`src/rtl/sky_display_scan.sv`:
```
// sky_display_scan: four-digit seven-segment scanner with anti-ghost blanking,
// a one-deep pending buffer on a valid/ready input, and frame-aligned
// (tear-free) updates of the displayed word.
module sky_display_scan #(
    parameter int DIGIT_CYCLES = 1000,
    parameter int BLANK_CYCLES = 50
) (
    input  logic        system1000,
    input  logic        system1000_rstn,
    input  logic        value_valid,
    input  logic [15:0] value_data,
    input  logic [3:0]  value_dp,
    output logic        value_ready,
    input  logic        lz_en,
    input  logic        led_in,
    output logic [12:0] result
);

    localparam int CW = (DIGIT_CYCLES > 2) ? $clog2(DIGIT_CYCLES) : 1;
    localparam logic [CW-1:0] CNT_LAST  = CW'(DIGIT_CYCLES - 1);
    localparam logic [CW-1:0] BLANK_END = CW'(BLANK_CYCLES);

    localparam logic PH_BLANK = 1'b0;
    localparam logic PH_SHOW  = 1'b1;
    // With no blanking configured the slot starts directly in SHOW.
    localparam logic PH_RST   = (BLANK_CYCLES > 0) ? PH_BLANK : PH_SHOW;

    localparam logic [12:0] RESULT_RST = 13'b0_1111_11111111;

    logic [CW-1:0] cnt_q, cnt_d;
    logic [1:0]    idx_q, idx_d;
    logic          phase_q, phase_d;
    logic [15:0]   shown_q, shown_d;
    logic [3:0]    shown_dp_q, shown_dp_d;
    logic [15:0]   pend_q, pend_d;
    logic [3:0]    pend_dp_q, pend_dp_d;
    logic          pend_full_q, pend_full_d;
    logic [12:0]   result_q, result_d;

    logic wrap, frame_end, accept;
    logic [3:0] nib, an_sel;
    logic [6:0] seg7;
    logic       lead_zero;

    // Active-high gfedcba pattern for one hex digit.
    function automatic logic [6:0] hex7(input logic [3:0] n);
        case (n)
            4'h0: hex7 = 7'h3F;  4'h1: hex7 = 7'h06;
            4'h2: hex7 = 7'h5B;  4'h3: hex7 = 7'h4F;
            4'h4: hex7 = 7'h66;  4'h5: hex7 = 7'h6D;
            4'h6: hex7 = 7'h7D;  4'h7: hex7 = 7'h07;
            4'h8: hex7 = 7'h7F;  4'h9: hex7 = 7'h6F;
            4'hA: hex7 = 7'h77;  4'hB: hex7 = 7'h7C;
            4'hC: hex7 = 7'h39;  4'hD: hex7 = 7'h5E;
            4'hE: hex7 = 7'h79;  default: hex7 = 7'h71;
        endcase
    endfunction

    assign value_ready = !pend_full_q;
    assign result      = result_q;

    // Slot counter, digit index and BLANK/SHOW phase.
    always_comb begin
        wrap      = (cnt_q == CNT_LAST);
        frame_end = wrap && (idx_q == 2'd3);
        cnt_d     = wrap ? '0 : cnt_q + 1'b1;
        idx_d     = wrap ? idx_q + 2'd1 : idx_q;
        phase_d   = phase_q;
        if (cnt_d == BLANK_END)
            phase_d = PH_SHOW;
        else if (wrap)
            phase_d = PH_BLANK;
    end

    // Pending buffer and frame-aligned hand-over to the shown word.
    // The boundary looks at pending before this edge, so a word captured on
    // the boundary cycle itself waits for the next frame.
    always_comb begin
        accept      = value_valid && !pend_full_q;
        pend_d      = pend_q;
        pend_dp_d   = pend_dp_q;
        pend_full_d = pend_full_q;
        shown_d     = shown_q;
        shown_dp_d  = shown_dp_q;
        if (frame_end && pend_full_q) begin
            shown_d     = pend_q;
            shown_dp_d  = pend_dp_q;
            pend_full_d = 1'b0;
        end
        if (accept) begin
            pend_d      = value_data;
            pend_dp_d   = value_dp;
            pend_full_d = 1'b1;
        end
    end

    // Segment/anode encode for the current slot; registered into result.
    always_comb begin
        case (idx_q)
            2'd0: begin nib = shown_q[3:0];   lead_zero = 1'b0;                  end
            2'd1: begin nib = shown_q[7:4];   lead_zero = (shown_q[15:4] == '0);  end
            2'd2: begin nib = shown_q[11:8];  lead_zero = (shown_q[15:8] == '0);  end
            default: begin nib = shown_q[15:12]; lead_zero = (shown_q[15:12] == '0); end
        endcase
        an_sel = 4'b0001 << idx_q;
        seg7   = (lz_en && lead_zero) ? 7'h7F : ~hex7(nib);
        if (phase_q == PH_BLANK)
            result_d = {led_in, 4'b1111, 8'hFF};
        else
            result_d = {led_in, ~an_sel, ~shown_dp_q[idx_q], seg7};
    end

    // State registers.
    always_ff @(posedge system1000 or negedge system1000_rstn) begin
        if (!system1000_rstn) begin
            cnt_q       <= '0;
            idx_q       <= 2'd0;
            phase_q     <= PH_RST;
            shown_q     <= '0;
            shown_dp_q  <= '0;
            pend_q      <= '0;
            pend_dp_q   <= '0;
            pend_full_q <= 1'b0;
            result_q    <= RESULT_RST;
        end else begin
            cnt_q       <= cnt_d;
            idx_q       <= idx_d;
            phase_q     <= phase_d;
            shown_q     <= shown_d;
            shown_dp_q  <= shown_dp_d;
            pend_q      <= pend_d;
            pend_dp_q   <= pend_dp_d;
            pend_full_q <= pend_full_d;
            result_q    <= result_d;
        end
    end

endmodule

```
`config.mk`:
```
export PLATFORM = sky130hd
export DESIGN_NAME = sky_display_scan
export DESIGN_NICKNAME = d
export VERILOG_FILES = /design/src/rtl/sky_display_scan.sv
export SDC_FILE = /design/constraint.sdc
export NUM_CORES = 1
export LEC_CHECK = 0
export CORE_MARGIN = 5
export CORE_UTILIZATION = 35
export DETAILED_ROUTE_END_ITERATION = 10
export GPL_ROUTABILITY_DRIVEN = 0
export SLEW_MARGIN = 20
export SYNTH_ARGS = -nofsm -noshare
export SYNTH_HDL_FRONTEND = slang
export SYNTH_SLANG_ARGS = --single-unit
```
`constraint.sdc`:
```
create_clock -name system1000 -period 2.3 [get_ports system1000]
set_input_delay 0.69 -clock system1000 [delete_from_list [all_inputs] [get_ports system1000]]
set_output_delay 0.69 -clock system1000 [all_outputs]
set_load 0.01 [all_outputs]
```
==> metrics.md, run 1 <==
| Metric | Value |
|---|---|
| Syn_area_per_cell | `13.13 sq um` |
| Pre-CTS setup slack | `0.1305 ns` |
| Worst hold slack | `0.3364 ns` |
| CP arrival | `2.36 ns` |
| # hold bufs at CTS | `0` |
| Area leader, netlist | `dfrtp_1` |
| Area of the multi-input gates | `0.001313 sq mm` |
| Fillers | `842` |
| Compound-Gate Fraction of Synth Area | `7.034%` |
| Maxcap violations | `0` |
| Sequential share of the synthesized area | `54.34%` |
| RSZ-0062 raised after global routing | `no` |
| Ant. Diodes | `0` |
| Final setup margin | `0.1712 ns` |
| Final hold violation count | `0` |
| FFs w/ async S/R, synth | `100.0%` |
| Post-synth top flop | `dfrtp_1` |
| DRT Wirelength | `5702 um` |
| Sequential Area | `0.001693 sq mm` |
| Fin area | `0.003875 sq mm` |
| # DRC | `0` |
| WS Path Type | `reg -> reg` |
| Clk sinks | `67` |
| Overall Global Routing Usage | `11.20%` |
| Slew Viols, Final | `0` |
| Clock-pin slew on the worst setup and hold paths | `0.07 ns` |
| Clk_lat worst skew | `0.34 ns` |
| Worst-path fanout max | `6` |
| Synth Area in XOR/XNOR | `1.969%` |
| Seq cells post-synth | `67` |
| Worst slew pin tran | `0.6361 ns` |
| # rows | `34` |
| Clock Tree Buf Depth | `2` |
| Multiplexer share of the synthesized area | `19.45%` |
| Layout cells sized above 1 | `30.85%` |
| I/O pin count | `39` |
| Min Clock Period, post-route | `2.129 ns` |
| Setup Viol. Count Final | `0` |
| Core box area | `0.008678 sq mm` |
| DR vias | `1966` |
| Initial antenna violation count | `0` |
| Via count of the first global-routing pass | `2081` |
| DP Area | `0.003664 sq mm` |
| Routed Antenna Nets | `0` |
| H-tree levels | `3` |
| Input/output buffers | `38` |
| Cells after synthesis | `237` |
| Layout area overhead | `24.48%` |
| Leak | `1.664 nW` |
| TritonCTS clock tree | `done` |
| Nets | `326` |
| Adder-Cell Fraction of Synth Area | `4.421%` |
| Largest family of logic cells by synthesized area | `multiplexers` |
| Largest net degree at the start of global routing | `68` |
| Routed vias/inst | `4.878` |
| Global-route wire length before repair | `9791 um` |
| VDD IR-drop max | `0.0003199 V` |
| Iteration-0 DRC Markers | `99` |
| Most frequent cells after synthesis | `55 x dfrtp_1, 21 x mux2_2, 19 x mux2_4, 17 x nand2_1, 15 x nor2_1` |
| CP endpoint kind | `flop` |
| Synth top area share | `44.21%` |
| Final period util | `92.56%` |
| Root Driver | `clkbuf_8` |
| Simple-gate share of the synthesized area | `8.923%` |
| DR pass1 iterations | `4` |
| Power Density | `584.6 mW/mm^2` |
| Relative slew slack | `56.75%` |
| Wire length per cell | `14.15 um` |
| Post-DP HPWL | `4058 um` |
| Die X | `104.3 um` |
| Status | `finished, final reports clean` |
| HP Class | `in -> async` |
| Most frequent cell after synthesis | `dfrtp_1` |
| CP Data Required Time | `2.53 ns` |
| EDFF count, synth | `0` |
| Main area contributors after synthesis | `dfrtp_1 44%, dfstp_2 10%, mux2_4 9.2%` |
| Fin Clk Skew | `0.009991 ns` |
| Syn nets | `273` |
| F_max | `0.4697 GHz` |
| Die area | `0.01088 sq mm` |
| CTS buffer count | `9` |
| Congestion Overflow GR | `0` |
| Ys Warns | `0` |
| Mapped Area | `0.003113 sq mm` |
| Distinct cells, synth | `45` |
| Starting density of the core | `35.87%` |
| Final setup TNS | `0 ns` |
| Critical path startpoint category | `flop` |
| Die Span Y | `104.3 um` |
worst max-delay path, cell delays in order (launching register included):
cell and delay (ns):
dfrtp_1 0.41, ha_1 0.37, mux2i_1 0.41, inv_1 0.12, buf_4 0.16, ha_1 0.20, o21ai_0 0.18, o221ai_1 0.16
flip-flops by register name (all words and copies together) (netlist names):
signal	cells
shown_dp_q	4
pend_q	16
shown_q	16
idx_q	2
phase_q	1
pend_dp_q	4
cnt_q	10
result	13
pend_full_q	1
report_power, final:
| group | total, mW | leakage (nW) | internal [mW] | switching (mW) |
|---|---|---|---|---|
| logic | 0.107 | 0.724 | 0.0699 | 0.0368 |
| clock network | 0.915 | 0.0997 | 0.509 | 0.407 |
| registers | 1.24 | 0.840 | 1.22 | 0.0218 |
layer usage:
metal  routed length (um)  vias to the layer above  GRT usage (%)  share of wire [%]
li1                     -                      944              -                  -
met4                   65                        0          4.163                1.1
met5                    0                        -              0                  0
met3                  272                        6          4.842                4.8
met2                 2668                       42          16.88                 47
met1                 2696                      974          14.22                 47
placed cells by master (no fill, tap or decap), types with 5 or more instances in the layout:
cell              n
a21oi_1           5
buf_4            10
clkbuf_8         13
clkdlybuf4s50_1  37
dfrtp_1          54
dfstp_2          12
ha_1              8
inv_1            13
mux2_2           21
mux2_4           19
nand2_1          17
nand3_1           7
nor2_1           15
o21ai_0           5
xnor2_1           5
layout make-up:
type	instances	share of cell area (%)
Clock buffer	15	4.811
Timing Repair Buffer	50	12.66
Multi-Input combinational cell	148	33.87
Tap cell	108	3.487
Inverter	14	1.356
Sequential cell	67	43.69
Clock inverter	1	0.1292
path summary, 6_finish.rpt:
check | endpoint | cells past startpoint | from | slack (ns)
max | result[3]$_DFF_PN1_ | 7 | idx_q[0]$_DFFE_PN0N_ | 0.17
min in group system1000 | cnt_q[0]$_DFF_PN0_ | 1 | cnt_q[0]$_DFF_PN0_ | 0.49
min | cnt_q[2]$_DFF_PN0_ | 2 | system1000_rstn | 0.34
max reg2reg | result[3]$_DFF_PN1_ | 7 | idx_q[0]$_DFFE_PN0N_ | 0.17
max in group asynchronous | result[2]$_DFF_PN1_ | 2 | system1000_rstn | 1.60
min reg2reg | cnt_q[0]$_DFF_PN0_ | 1 | cnt_q[0]$_DFF_PN0_ | 0.49
stage by stage:
stage / utilization, % / power (mW) / instances
after floorplan: - / 1.294 / 237
after global placement: 42.21 / 1.372 / 386
final: 44.65 / 2.265 / 403
after global routing: 44.65 / 2.369 / 403
after CTS: 44.42 / 2.307 / 402
after detailed placement: 42.21 / 1.377 / 386
cell families after synthesis:
group / Yosys count
muxes: 47
and+or+nand+nor: 53
AOI/OAI and AO/OA: 30
adders and majority gates: 11
DFF: 67
xor gates and xnor gates: 7
buffers and inverters: 22
timing repair:
action                     CTS  global route
setup endpoints to repair    0             7
gates resized for setup      0             6
buffers inserted             0             1
No activity file was read; power rests on OpenSTA's default activity.
==> run 2: changes to the inputs <==
CTS_CLUSTER_DIAMETER = 80   (was not set)
DONT_BUFFER_PORTS = 1   (was not set)
==> run 2 against run 1 <==
Compared with the run above: hold slack worse by 0.31 ns; cell count down 11%; sequential power about the same; clock skew down 0.0025 ns; via count down 9.6%; critical path depth up 2; count of clock-buffer cells in the layout down 5; fmax down 1.1%; wire length down 0.67%; critical path type unchanged.
==> metrics.md, run 2 (synthesized netlist as in run 1, its figures left out) <==
| Metric | Value |
|---|---|
| HP Class | `in -> async (unchanged)` |
| Highest metal used | `met4 (unchanged)` |
| Most frequent cells in the layout | `53 x dfrtp_1, 21 x mux2_2, 19 x mux2_4 (was 54 x dfrtp_1, 37 x clkdlybuf4s50_1, 21 x mux2_2)` |
| Power Density | `622.9 mW/mm^2 (was 584.6 mW/mm^2)` |
| Logic pwr share | `1.9% (was 4.7%)` |
| Clk_lat worst skew | `0.35 ns (was 0.34 ns)` |
| Via count of the first global-routing pass | `1945 (was 2081)` |
| Net switching power | `488.3 uW (was 465.3 uW)` |
| Overall Global Routing Usage | `11.45% (was 11.20%)` |
| Final setup margin | `0.1472 ns (was 0.1712 ns)` |
| Worst-path fanout max | `6 (unchanged)` |
| Min Clock Period, post-route | `2.153 ns (was 2.129 ns)` |
| Initial antenna violation count | `0 (unchanged)` |
| Relative slew slack | `56.69% (was 56.75%)` |
| Most common cell after layout, fill and taps aside | `dfrtp_1 (unchanged)` |
| Clock-pin slew on the worst setup and hold paths | `0.07 ns (about the same)` |
| Critical path's slowest cell | `dfrtp_2 (was dfrtp_1)` |
| Input/output buffers | `0 (was 38)` |
| Clock share of power | `39.8% (was 40.4%)` |
| # hold bufs at CTS | `0 (unchanged)` |
| Global-route wire length before repair | `9936 um (was 9791 um)` |
| # DRC | `0 (unchanged)` |
| Post-DP HPWL | `3973 um (was 4058 um)` |
| DR vias | `1778 (was 1966)` |
| Pre-CTS setup slack | `0.008472 ns (was 0.1305 ns)` |
| Congestion Overflow GR | `0 (unchanged)` |
| Root Driver | `clkbuf_8 (unchanged)` |
| Fillers | `841 (was 842)` |
| Internal power | `1.642 mW (was 1.800 mW)` |
| H-tree levels | `3 (unchanged)` |
| CP max stage delay | `0.45 ns (was 0.41 ns)` |
| Leak | `1.457 nW (was 1.664 nW)` |
| Layout area overhead | `9.847% (was 24.48%)` |
| Sequential share of power | `58.3% (was 54.9%)` |
| Wire length per cell | `15.73 um (was 14.15 um)` |
| Core box area | `0.008678 sq mm (unchanged)` |
| Worst hold slack | `0.02866 ns (was 0.3364 ns)` |
| CP endpoint kind | `flop (unchanged)` |
| Die Span Y | `104.3 um (unchanged)` |
| I/O pin count | `39 (unchanged)` |
| WS Path Type | `reg -> reg (unchanged)` |
| TritonCTS clock tree | `done (unchanged)` |
| Largest net degree at the start of global routing | `68 (unchanged)` |
| Die X | `104.3 um (unchanged)` |
| Clk sinks | `67 (unchanged)` |
| Met2 routed WL | `2596 um (was 2668 um)` |
| Ant. Diodes | `0 (unchanged)` |
| Die area | `0.01088 sq mm (unchanged)` |
| DR pass1 iterations | `4 (unchanged)` |
| Nets | `283 (was 326)` |
| Slew Viols, Final | `0 (unchanged)` |
| Iteration-0 DRC Markers | `63 (was 99)` |
| Setup Viol. Count Final | `0 (unchanged)` |
| Layout cells sized above 1 | `34.52% (was 30.85%)` |
| Critical path startpoint category | `flop (unchanged)` |
| DRT Wirelength | `5664 um (was 5702 um)` |
| Met3 wire length | `375 um (was 272 um)` |
| Wl on met1 | `2557 um (was 2696 um)` |
| Sw frac | `22.93% (was 20.54%)` |
| Maxcap violations | `0 (unchanged)` |
| Fin Clk Skew | `0.007450 ns (was 0.009991 ns)` |
| Final hold violation count | `0 (unchanged)` |
| Starting density of the core | `35.87% (unchanged)` |
| # rows | `34 (unchanged)` |
| Critical path cell sequence | `inv_1, ha_1, a222oi_1, mux2i_2, inv_1, ha_1, nor2_1, a21oi_1, o221ai_1 (was ha_1, mux2i_1, inv_1, buf_4, ha_1, o21ai_0, o221ai_1)` |
| F_max | `0.4645 GHz (was 0.4697 GHz)` |
| CP arrival | `2.41 ns (was 2.36 ns)` |
| Clock Tree Buf Depth | `2 (unchanged)` |
| Worst slew pin tran | `0.6371 ns (was 0.6361 ns)` |
| Status | `finished, final reports clean (unchanged)` |
| Routed Antenna Nets | `0 (unchanged)` |
| CTS buffer count | `9 (unchanged)` |
| Final period util | `93.60% (was 92.56%)` |
| CP Data Required Time | `2.56 ns (was 2.53 ns)` |
| VDD IR-drop max | `0.0002258 V (was 0.0003199 V)` |
| Routed vias/inst | `4.939 (was 4.878)` |
==> run 2: metrics by stage <==
| step | setup TNS [ns] | util [%] | power (mW) | std cells | instance area, sq um |
|---|---|---|---|---|---|
| 2_1_floorplan | 0 | - | 1.294 | 237 | 3113 |
| 5_1_grt | -0.005615 | 39.40 | 2.221 | 360 | 3420 |
| 4_1_cts | 0 | 39.14 | 2.165 | 359 | 3397 |
| 6_report | 0 | 39.40 | 2.130 | 360 | 3420 |
| 3_5_place_dp | 0 | 37.02 | 1.305 | 341 | 3213 |
| 3_3_place_gp | 0 | 37.02 | 1.303 | 341 | 3213 |
==> run 2: path summary, 6_finish.rpt <==
kind	from	endpoint	slack [ns]	depth (start not counted)
max	idx_q[0]$_DFFE_PN0N_	result[3]$_DFF_PN1_	0.15	9
min	system1000_rstn	cnt_q[4]$_DFF_PN0_	0.03	0
max reg2reg	idx_q[0]$_DFFE_PN0N_	result[3]$_DFF_PN1_	0.15	9
min reg2reg	cnt_q[0]$_DFF_PN0_	cnt_q[0]$_DFF_PN0_	0.49	1
max in group asynchronous	system1000_rstn	result[7]$_DFF_PN1_	2.08	0
min in group system1000	led_in	result[12]$_DFF_PN0_	0.37	0
==> run 2: cell type report <==
type | instances | area, sq um | share of cell area, %
Tap cell | 108 | 135.1 | 3.952
Timing Repair Buffer | 7 | 52.55 | 1.537
Clock inverter | 6 | 41.29 | 1.207
Inverter | 14 | 52.55 | 1.537
Multi-Input combinational cell | 148 | 1316 | 38.49
Clock buffer | 10 | 127.6 | 3.732
Sequential cell | 67 | 1694 | 49.54
==> run 2: critical path, delay by kind of cell, from the launching register on <==
family	cells	cell delay (ns)
multiplexers	1	0.32
adder cells (fa/ha/maj)	2	0.57
AND/OR/NAND/NOR	1	0.10
buffers and inverters	2	0.26
flip-flops	1	0.45
AO/OA/AOI/OAI	3	0.37
==> run 2: per-layer routing <==
metal / GRT usage, % / up-vias
met5: 0 / -
met4: 5.828 / 0
met3: 4.655 / 14
met2: 16.83 / 47
met1: 14.42 / 864
li1: - / 853
==> run 2: power by group through the flow <==
stage / sequential, mW / combinational (mW) / clock, mW
after global placement: 1.26 / 0.0380 / 0
after CTS: 1.24 / 0.0401 / 0.882
final: 1.24 / 0.0395 / 0.848
after detailed placement: 1.27 / 0.0396 / 0
after floorplan: 1.26 / 0.0370 / 0
after global routing: 1.25 / 0.0449 / 0.927
==> run 2: what timing repair did <==
action	in CTS	in global routing
pin swaps	0	2
buffers inserted	2	1
endpoints found under the hold margin	0	0
resized for setup	0	6
endpoints found under the setup margin	1	7
==> run 3: changes to the inputs <==
==> constraint.sdc (replaced) <==
create_clock -name system1000 -period 2.3 [get_ports system1000]
set_input_delay 0.23 -clock system1000 [delete_from_list [all_inputs] [get_ports system1000]]
set_output_delay 0.23 -clock system1000 [all_outputs]
set_load 0.01 [all_outputs]
==> run 3 against run 2 <==
Compared with the run above: wire length up 1.6%; cell count up 0.83%; clock power about the same; fmax up 0.90%; worst setup slack better by 0.019 ns; via count up 0.45%; highest routed layer unchanged; register-to-register slack better by 0.02 ns; final area up 1.4%; largest cell class unchanged; global-route usage up 0.22 points; die area unchanged; sequential cell count unchanged; critical path depth unchanged.
==> metrics.md, run 3 (synthesized netlist as in run 1, its figures left out) <==
| Metric | Value |
|---|---|
| WS Path Type | `reg -> reg (unchanged)` |
| Most frequent cells in the layout | `53 x dfrtp_1, 21 x mux2_2, 19 x mux2_4 (unchanged)` |
| VDD IR-drop max | `0.0002273 V (was 0.0002258 V)` |
| Routed Antenna Nets | `0 (unchanged)` |
| # DRC | `0 (unchanged)` |
| F_max | `0.4687 GHz (was 0.4645 GHz)` |
| Die Span Y | `104.3 um (unchanged)` |
| Clk_lat worst skew | `0.35 ns (about the same)` |
| Initial antenna violation count | `0 (unchanged)` |
| Fillers | `836 (was 841)` |
| Power Density | `623.3 mW/mm^2 (was 622.9 mW/mm^2)` |
| Relative slew slack | `56.66% (was 56.69%)` |
| Ant. Diodes | `0 (unchanged)` |
| DR vias | `1786 (was 1778)` |
| Starting density of the core | `35.87% (unchanged)` |
| Critical path startpoint category | `flop (unchanged)` |
| Fin Clk Skew | `0.008065 ns (was 0.007450 ns)` |
| CTS buffer count | `9 (unchanged)` |
| Overall Global Routing Usage | `11.67% (was 11.45%)` |
| Worst hold slack | `0.02464 ns (was 0.02866 ns)` |
| TritonCTS clock tree | `done (unchanged)` |
| Status | `finished, final reports clean (unchanged)` |
| Die X | `104.3 um (unchanged)` |
| Most common cell after layout, fill and taps aside | `dfrtp_1 (unchanged)` |
| Worst slew pin tran | `0.6375 ns (was 0.6371 ns)` |
| DRT Wirelength | `5755 um (was 5664 um)` |
| Congestion Overflow GR | `0 (unchanged)` |
| CP endpoint kind | `flop (unchanged)` |
| Largest net degree at the start of global routing | `68 (unchanged)` |
| RSZ-0062 raised after global routing | `no` |
| Clock Tree Buf Depth | `2 (unchanged)` |
| Layout area overhead | `11.37% (was 9.847%)` |
| Nets | `286 (was 283)` |
| Slew Viols, Final | `0 (unchanged)` |
| Core box area | `0.008678 sq mm (unchanged)` |
| Final setup margin | `0.1664 ns (was 0.1472 ns)` |
| Final hold violation count | `0 (unchanged)` |
| Via count of the first global-routing pass | `1940 (was 1945)` |
| Total power | `2.161 mW (was 2.130 mW)` |
| DR pass1 iterations | `4 (unchanged)` |
| Layout Cells excl Fill | `363 (was 360)` |
| CP Data Required Time | `2.56 ns (about the same)` |
| Global-route wire length before repair | `10060 um (was 9936 um)` |
| CP arrival | `2.39 ns (was 2.41 ns)` |
| Worst-path fanout max | `6 (unchanged)` |
| Layout cells sized above 1 | `34.90% (was 34.52%)` |
| I/O pin count | `39 (unchanged)` |
| Clk sinks | `67 (unchanged)` |
| Min Clock Period, post-route | `2.134 ns (was 2.153 ns)` |
| Die area | `0.01088 sq mm (unchanged)` |
| Wire length per cell | `15.85 um (was 15.73 um)` |
| Pre-CTS setup slack | `0.008472 ns (unchanged)` |
| Input/output buffers | `0 (unchanged)` |
| # rows | `34 (unchanged)` |
| Iteration-0 DRC Markers | `70 (was 63)` |
| HP Class | `in -> reg (was in -> async)` |
| Post-DP HPWL | `3973 um (unchanged)` |
| Maxcap violations | `0 (unchanged)` |
| Placed Cells incl. Taps | `341 (unchanged)` |
| Routed vias/inst | `4.920 (was 4.939)` |
| Leak | `1.479 nW (was 1.457 nW)` |
| Root Driver | `clkbuf_8 (unchanged)` |
| Clock-pin slew on the worst setup and hold paths | `0.08 ns (was 0.07 ns)` |
| H-tree levels | `3 (unchanged)` |
| Final setup TNS | `0 ns (unchanged)` |
| Final period util | `92.77% (was 93.60%)` |
| Setup Viol. Count Final | `0 (unchanged)` |
[run 3: cell types whose count changed in the layout (fill, tap and decap cells not counted), sizes merged]
cell / delta
dlygate4sd3: +2
buf: +1
[run 3: power by group]
group          switching, mW  internal [mW]  leakage, nW
sequential            0.0216           1.22        0.838
clock                  0.459          0.390       0.0787
combinational         0.0318         0.0379        0.561
[run 3: area by class of cell]
cell class              instances  area, sq um  area share [%]
clock inverters                 6        41.29           1.191
flip-flops and latches         67         1694           48.86
clock buffers                  10        127.6           3.681
inverters                      14        52.55           1.516
multi-input cells             148         1316           37.96
well taps                     108        135.1           3.898
repair buffers                 10        100.1           2.887
[run 3: per-layer routing]
metal | track usage [%] | share of wire, % | up-vias
met1 | 14.82 | 45 | 862
met4 | 5.828 | 2.3 | 0
met2 | 17.19 | 46 | 50
li1 | - | - | 859
met5 | 0 | 0 | -
met3 | 4.593 | 6.6 | 15
[run 3: critical path: stages (launching register included)]
cell      delay, ns
dfrtp_2        0.45
inv_1          0.13
ha_1           0.27
a222oi_1       0.11
mux2i_2        0.34
inv_2          0.09
ha_1           0.30
nor2_1         0.10
a21oi_1        0.05
o221ai_1       0.21
[run 3: worst paths after layout]
| check | startpoint | slack, ns | to | cells after the start |
|---|---|---|---|---|
| setup / recovery | idx_q[0]$_DFFE_PN0N_ | 0.17 | result[3]$_DFF_PN1_ | 9 |
| hold / removal | value_data[9] | 0.02 | pend_q[9]$_DFFE_PN0P_ | 1 |
| setup reg to reg | idx_q[0]$_DFFE_PN0N_ | 0.17 | result[3]$_DFF_PN1_ | 9 |
| hold reg to reg | cnt_q[0]$_DFF_PN0_ | 0.49 | cnt_q[0]$_DFF_PN0_ | 1 |
| max in group asynchronous | system1000_rstn | 1.52 | result[0]$_DFF_PN1_ | 2 |
| min in group asynchronous | system1000_rstn | 0.45 | phase_q$_DFFE_PN0P_ | 2 |
[run 3: through the flow]
stage	util (%)	cell area [sq um]
after floorplan	-	3113
after global placement	37.02	3213
after detailed placement	37.02	3213
after CTS	39.69	3445
after global routing	39.95	3467
final	39.95	3467
[run 3: timing repair]
action	CTS	global route
resized for setup	0	7
gates cloned	0	0
hold buffers	3	0
pin swaps	0	2
endpoints found under the setup margin	1	7
hold endpoints to repair	68	0
buffers inserted	2	1
